[src/rtl/if_id_queue.sv]
// Fetch-to-decode queue: buffers {PC, instruction} pairs between IF and ID.
// Registered-only freeze; flush clears the queue and drops the wrong-path word.
`ifndef WORD_LEN
`define WORD_LEN 32
`endif

module if_id_queue #(
  parameter int DEPTH = 4,
  parameter int CNT_W = 3
) (
  input  logic                 clk,
  input  logic                 rst,
  input  logic [`WORD_LEN-1:0] ifPC,
  input  logic [`WORD_LEN-1:0] ifInstruction,
  input  logic                 flush,
  input  logic                 idReady,
  output logic                 freeze,
  output logic                 idValid,
  output logic [`WORD_LEN-1:0] idPC,
  output logic [`WORD_LEN-1:0] idInstruction,
  output logic [CNT_W-1:0]     count
);

  localparam int WL    = `WORD_LEN;
  localparam int PTR_W = (DEPTH > 1) ? $clog2(DEPTH) : 1;

  logic [2*WL-1:0]  mem_q [DEPTH];
  logic [PTR_W-1:0] rd_ptr_q, rd_ptr_d;
  logic [PTR_W-1:0] wr_ptr_q, wr_ptr_d;
  logic [CNT_W-1:0] count_q, count_d;
  logic             push, pop;
  logic [2*WL-1:0]  head;

  assign freeze  = (count_q == CNT_W'(DEPTH));
  assign idValid = (count_q != '0);
  assign push    = ~freeze & ~flush;
  assign pop     = idValid & idReady & ~flush;

  always_comb begin
    rd_ptr_d = rd_ptr_q;
    wr_ptr_d = wr_ptr_q;
    count_d  = count_q;
    if (flush) begin
      rd_ptr_d = '0;
      wr_ptr_d = '0;
      count_d  = '0;
    end else begin
      // DEPTH is a power of two, so pointers wrap naturally.
      if (push) wr_ptr_d = wr_ptr_q + PTR_W'(1);
      if (pop)  rd_ptr_d = rd_ptr_q + PTR_W'(1);
      count_d = count_q + CNT_W'(push) - CNT_W'(pop);
    end
  end

  always_ff @(posedge clk or posedge rst) begin
    if (rst) begin
      rd_ptr_q <= '0;
      wr_ptr_q <= '0;
      count_q  <= '0;
    end else begin
      rd_ptr_q <= rd_ptr_d;
      wr_ptr_q <= wr_ptr_d;
      count_q  <= count_d;
    end
  end

  always_ff @(posedge clk) begin
    if (push && !rst) mem_q[wr_ptr_q] <= {ifPC, ifInstruction};
  end

  assign head          = idValid ? mem_q[rd_ptr_q] : '0;
  assign idPC          = head[2*WL-1:WL];
  assign idInstruction = head[WL-1:0];
  assign count         = count_q;

endmodule

[config.mk]
export PLATFORM = sky130hd
export DESIGN_NAME = if_id_queue
export DESIGN_NICKNAME = d
export VERILOG_FILES = /design/src/rtl/if_id_queue.sv
export SDC_FILE = /design/constraint.sdc
export NUM_CORES = 1
export LEC_CHECK = 0
export BUFFER_PORTS_ARGS = -buffer_cell sky130_fd_sc_hd__clkbuf_2
export CORE_AREA = 4 4 134 136
export DETAILED_ROUTE_END_ITERATION = 10
export DIE_AREA = 0 0 138 140
export PLACE_DENSITY = 0.9
export SYNTH_ARGS = -nofsm -noshare
export SYNTH_HDL_FRONTEND = slang
export SYNTH_SLANG_ARGS = --single-unit
[constraint.sdc]
create_clock -name clk -period 6.4 [get_ports clk]
set_input_delay 1.92 -clock clk [delete_from_list [all_inputs] [get_ports clk]]
set_output_delay 1.92 -clock clk [all_outputs]
set_load 0.05 [all_outputs]
==> qor.txt, run 1 <==
Fillers: 1052
Routed len/inst: 21.9 microns
CTS max path bufs: 3
Power Total: 0.00597 W
Worst-Margin Slew: 1.07 ns
Crit-path cells: buf_4 -> mux4_2 -> and2_1 -> clkbuf_2
Largest net degree at the start of global routing: 66
CTS clk-pin slew, worst paths: 0.06 ns
Multi-input logic area: 2110 sq um
Iteration-0 DRC Markers: 301
Vias per Instance: 5.69
Critical path arrival: 2.88 ns
Critical path startpoint category: flop
Min-delay src: wr_ptr_q[1]
Core ar.: 16900 sq um
CP endpoint kind: output port
Register area share after synthesis: 77.8%
Max incr delay on CP: 0.86 ns
DR vias: 4789
Max Cap Viol: 0
Post-CTS Setup Repair Bufs: 0
Max-slew violation count: 0
Fin crit share: 74.9%
Post-Syn Instances: 450
Depth of the most critical reg-to-reg path: 10
Die area: 19300 sq um
Nets: 670
CP max-delay cell: dfrtp_4
Hold EP: wr_ptr_q[1]
Setup CP Type: flop to output port
Final setup violation count: 0
Unrepaired setup endpoints after global routing: no
Detailed Routing Iterations Pass 1: 5
Yosys warns: 0
GR Overflow Total: 0
Initial antenna violation count: 0
Port Buf Inserts: 136
Reg2Reg Capture Point: count[2]
Worst endpoint required time: 4.48 ns
Skew-Pair Late Insertion Delay: 0.52 ns
R2r startpoint: count[1]
P&R area growth vs syn: 17.3%
Unique masters post-synth: 21
Post-synth top area share: 76.0%
Mapped Area: 10100 sq um
Remaining DRCs: 0
HPWL Detailed: 10400 microns
GRT Util Overall: 19.3%
Die W: 138 microns
Ant diodes: 0
P_leak: 4.09 nW
Layout cells sized above 1: 40.3%
Routability congestion estimate: 0.760
Power Dens Cells: 503 nW/um^2
Peak supply drop: 665 uV
Net count after synthesis: 525
Cell taking the most area after synthesis: edfxtp_1
Number of synthesized register bits: 263
First-pass GRT wire length: 29300 microns
Hold Slack: 0.650 ns
Die H: 140 microns
CTS H-tree depth: 1
Flop2flop setup slack: 3.88 ns
Worst hold path type: flop to flop
Worst Skew: 0.0133 ns
DRT antenna net count: 0
Register area: 7870 sq um
Inserted Clock Buffers: 27
CTS tree: done
Number of synthesized flops with an enable pin: 256
Async SR Flop Fraction: 2.66%
Initial Util: 59.7%
Hold path cells: 2
Fmax: 208 MHz
CTS Hold Bufs: 0
Top cells by count, synth: 256 x edfxtp_1, 69 x and2_1, 64 x mux4_2
CP Max Fanout: 34
Area contributors post-synth: edfxtp_1 76%, mux4_2 14%, and2_1 4.3%, dfrtp_1 1.7%, ha_1 0.74%
PostCTS Resize Cnt: 0
Vias in the first global route: 5264
Io pins: 137
Slew HR: 28.5%
Post-synth top flop: edfxtp_1
Standard-cell rows: 48
Fin Setup TNS: 0 ns
Clock tree sinks: 263
Syn_area_per_cell: 22.5 sq um
Final hold vios: 0
Final min period: 4.80 ns
Clk root buf: clkbuf_16
Drt total wl: 18400 microns
Status: complete, no violations
Top-count cell post-synth: edfxtp_1
## final cells by class
type | instances | share of cell area, %
Sequential cell | 263 | 66.4
Multi-Input combinational cell | 160 | 17.8
Timing Repair Buffer | 138 | 5.87
Clock buffer | 31 | 5.82
Tap cell | 225 | 2.37
Clock inverter | 19 | 1.64
Inverter | 5 | 0.158
## through the flow
| stage | worst slack (ns) | util, % | cell area (sq um) | std cells |
|---|---|---|---|---|
| 2_1_floorplan | 2.04 | - | 10100 | 450 |
| 3_3_place_gp | 2.10 | 64.8 | 11000 | 791 |
| 3_5_place_dp | 2.05 | 64.8 | 11000 | 791 |
| 4_1_cts | 1.49 | 70.0 | 11900 | 841 |
| 5_1_grt | 1.37 | 70.0 | 11900 | 841 |
| 6_report | 1.60 | 70.0 | 11900 | 841 |
## placed cells by master, fill, tap and decap left out, types with 2 or more instances in the layout
master	Yosys	routed
inv_1	5	5
clkinv_1	0	9
bufinv_16	0	4
dfrtp_1	7	5
inv_6	0	2
clkbuf_2	0	136
clkbuf_1	9	4
buf_4	0	2
clkinv_2	0	3
nor3_1	2	2
mux4_2	64	64
and2_1	69	65
dfrtp_4	0	2
edfxtp_1	256	256
and2_4	0	4
nor2_1	7	7
ha_1	6	6
clkbuf_16	0	27
xor2_1	3	3
## critical path: cells and delay by family (launching register included)
family | cells | cell delay (ns)
DFF | 1 | 0.86
and+or+nand+nor | 1 | 0.18
muxes | 1 | 0.56
buffers and inverters | 2 | 0.74
## routing by layer
metal	vias to the layer above	track usage, %	wire (microns)
li1	2120	-	-
met1	2483	25.8	7320
met2	162	33.1	9590
met3	24	4.75	1250
met4	0	3.90	265
met5	-	0	0
## sequential cells by signal, summed over array words and instances (netlist names)
name	count
rd_ptr_q	2
wr_ptr_q	2
count	3
mem_q	256
## report_power, final
| part | switching [W] | internal, W |
|---|---|---|
| sequential | 0.000146 | 0.00207 |
| combinational | 0.00154 | 0.000666 |
| clock | 0.000613 | 0.000933 |
| total | 0.00230 | 0.00367 |
## cells by family after synthesis
family	synth area share (%)
buffers and inverters	1.47
AND/OR/NAND/NOR	4.94
multiplexers	14.4
flip-flops	77.8
XOR/XNOR	0.347
adder cells (fa/ha/maj)	0.941
AO/OA/AOI/OAI	0.161
## how the worst max path moves through the flow
stage	startpoint	to	slack (ns)
6_report	rd_ptr_q[0]	idPC[19]	1.60
5_1_grt	rd_ptr_q[0]	idPC[19]	1.37
4_1_cts	rd_ptr_q[0]	idPC[19]	1.49
3_5_place_dp	rd_ptr_q[0]	idPC[19]	2.05
3_3_place_gp	rd_ptr_q[0]	idPC[13]	2.10
2_1_floorplan	flush	mem_q[0][0]	2.04
Note: power is estimated with default switching activity, not from simulation.
==> run 2: changes to the inputs <==
--- a/config.mk
+++ b/config.mk
@@ -6,10 +6,10 @@
 export NUM_CORES = 1
 export LEC_CHECK = 0
 export BUFFER_PORTS_ARGS = -buffer_cell sky130_fd_sc_hd__clkbuf_2
-export CORE_AREA = 4 4 134 136
+export CORE_AREA = 4 4 139 141
 export DETAILED_ROUTE_END_ITERATION = 10
-export DIE_AREA = 0 0 138 140
-export PLACE_DENSITY = 0.9
+export DIE_AREA = 0 0 143 145
+export PLACE_DENSITY = 0.85
 export SYNTH_ARGS = -nofsm -noshare
 export SYNTH_HDL_FRONTEND = slang
 export SYNTH_SLANG_ARGS = --single-unit
==> constraint.sdc (replaced) <==
create_clock -name clk -period 4.98 [get_ports clk]
set_input_delay 1.494 -clock clk [delete_from_list [all_inputs] [get_ports clk]]
set_output_delay 1.494 -clock clk [all_outputs]
set_load 0.05 [all_outputs]
==> run 2 against run 1 <==
Net effect:
- non-clock buffer count is 1 lower
- sequential share of layout area is 0.098 points lower
- cell count is 0.12% lower
- clock skew is 0.0055 ns higher
- routed wire length is 1.2% higher
- flip-flop and latch count stayed put
- critical endpoint is now idInstruction[23]
- largest power group is now combinational logic
- highest routed layer unchanged
==> qor.txt, run 2 (synthesis results as in run 1) <==
Standard-cell rows: 49
CTS clk-pin slew, worst paths: 0.07 ns
Status: complete, no violations
Vias per Instance: 5.71
Highest-count cells in the layout ignoring fill and taps: 256 x edfxtp_1, 136 x clkbuf_2, 65 x and2_1, 64 x mux4_2, 27 x clkbuf_16
CTS H-tree depth: 1
P&R area growth vs syn: 17.5%
GRT Util Overall: 18.3%
Fin Setup TNS: 0 ns
Iteration-0 DRC Markers: 373
Die H: 145 microns
Worst Skew: 0.0189 ns
Routability congestion estimate: 0.717
Critical path arrival: 2.66 ns
P_leak: 4.09 nW
Commonest non-fill, non-tap cell in the layout: edfxtp_1
Io pins: 137
Power Dens Cells: 649 nW/um^2
Fillers: 1151
Unrepaired setup endpoints after global routing: no
Drt total wl: 18700 microns
Routed len/inst: 22.2 microns
DR vias: 4800
Layout cells sized above 1: 40.8%
DRT antenna net count: 0
Core ar.: 18000 sq um
Post-CTS Setup Repair Bufs: 0
Register area: 7870 sq um
Vias in the first global route: 5237
Max-slew violation count: 0
Inserted Clock Buffers: 26
Clock tree sinks: 263
Multi-input logic area: 2110 sq um
Hold Slack: 0.657 ns
Worst hold path type: flop to flop
Die area: 20700 sq um
Largest net degree at the start of global routing: 66
Worst endpoint required time: 3.49 ns
Die W: 143 microns
Initial Util: 56.3%
PostCTS Resize Cnt: 0
CP Max Fanout: 47
CTS Hold Bufs: 0
CTS tree: done
Detailed Routing Iterations Pass 1: 4
Remaining DRCs: 0
Peak supply drop: 574 uV
Max reg flops: 256
Final setup violation count: 0
Port Buf Inserts: 136
Ant diodes: 0
Max Cap Viol: 0
Worst-Margin Slew: 1.11 ns
Biggest register: mem_q
Fin crit share: 83.4%
Final min period: 4.15 ns
Nets: 668
Final hold vios: 0
Fmax: 241 MHz
CTS max path bufs: 3
Initial antenna violation count: 0
HPWL Detailed: 10500 microns
First-pass GRT wire length: 29300 microns
GR Overflow Total: 0
Critical path startpoint category: flop
Clk root buf: clkbuf_16
Slew HR: 26.0%
Skew-Pair Late Insertion Delay: 0.52 ns
Setup CP Type: flop to output port
CP endpoint kind: output port
==> run 2: cell count changes in the layout (fill, tap and decap cells not counted), sizes merged <==
cell / previous run / this run
clkinvlp: 1 / 2
clkinv: 12 / 11
bufinv: 4 / 5
buf: 2 / 1
clkbuf: 167 / 164
inv: 7 / 5
==> run 2: critical path, stage by stage, from the launching register on <==
cell      delay, ns
dfrtp_4        0.70
buf_12         0.41
mux4_2         0.58
and2_1         0.19
clkbuf_2       0.24
==> run 2: worst paths after layout <==
| check | from | endpoint | slack (ns) | depth (start not counted) |
|---|---|---|---|---|
| max | rd_ptr_q[0] | idInstruction[23] | 0.83 | 4 |
| min | count[2] | count[2] | 0.66 | 2 |
| max reg2reg | count[1] | count[2] | 2.49 | 10 |
| min reg2reg | count[2] | count[2] | 0.66 | 2 |
| max in group asynchronous | rst | rd_ptr_q[1] | 3.84 | 2 |
| min in group asynchronous | rst | count[2] | 0.90 | 2 |
==> run 2: cell type report <==
class	count	share of cell area [%]
Sequential cell	263	66.3
Multi-Input combinational cell	160	17.8
Timing Repair Buffer	137	5.90
Clock buffer	28	5.72
Tap cell	229	2.41
Clock inverter	18	1.79
Inverter	5	0.158
==> run 2: through the flow <==
step | worst slack, ns | total power (W) | std cells | instance area [sq um] | util, %
after floorplan | 1.05 | 0.00513 | 450 | 10100 | -
after global placement | 1.35 | 0.00573 | 794 | 11000 | 61.1
after detailed placement | 1.31 | 0.00579 | 794 | 11000 | 61.1
after CTS | 0.745 | 0.00780 | 840 | 11900 | 66.1
after global routing | 0.643 | 0.00805 | 840 | 11900 | 66.1
final | 0.827 | 0.00771 | 840 | 11900 | 66.1
==> run 2: metal layers <==
metal,track usage (%),routed length [microns]
met4,4.75,409
met5,0,0
met1,24.2,7370
met3,4.18,1350
met2,31.0,9530
==> run 2: power breakdown <==
part / internal, W / switching (W)
registers: 0.00266 / 0.000156
clock network: 0.00124 / 0.000770
logic: 0.000863 / 0.00202
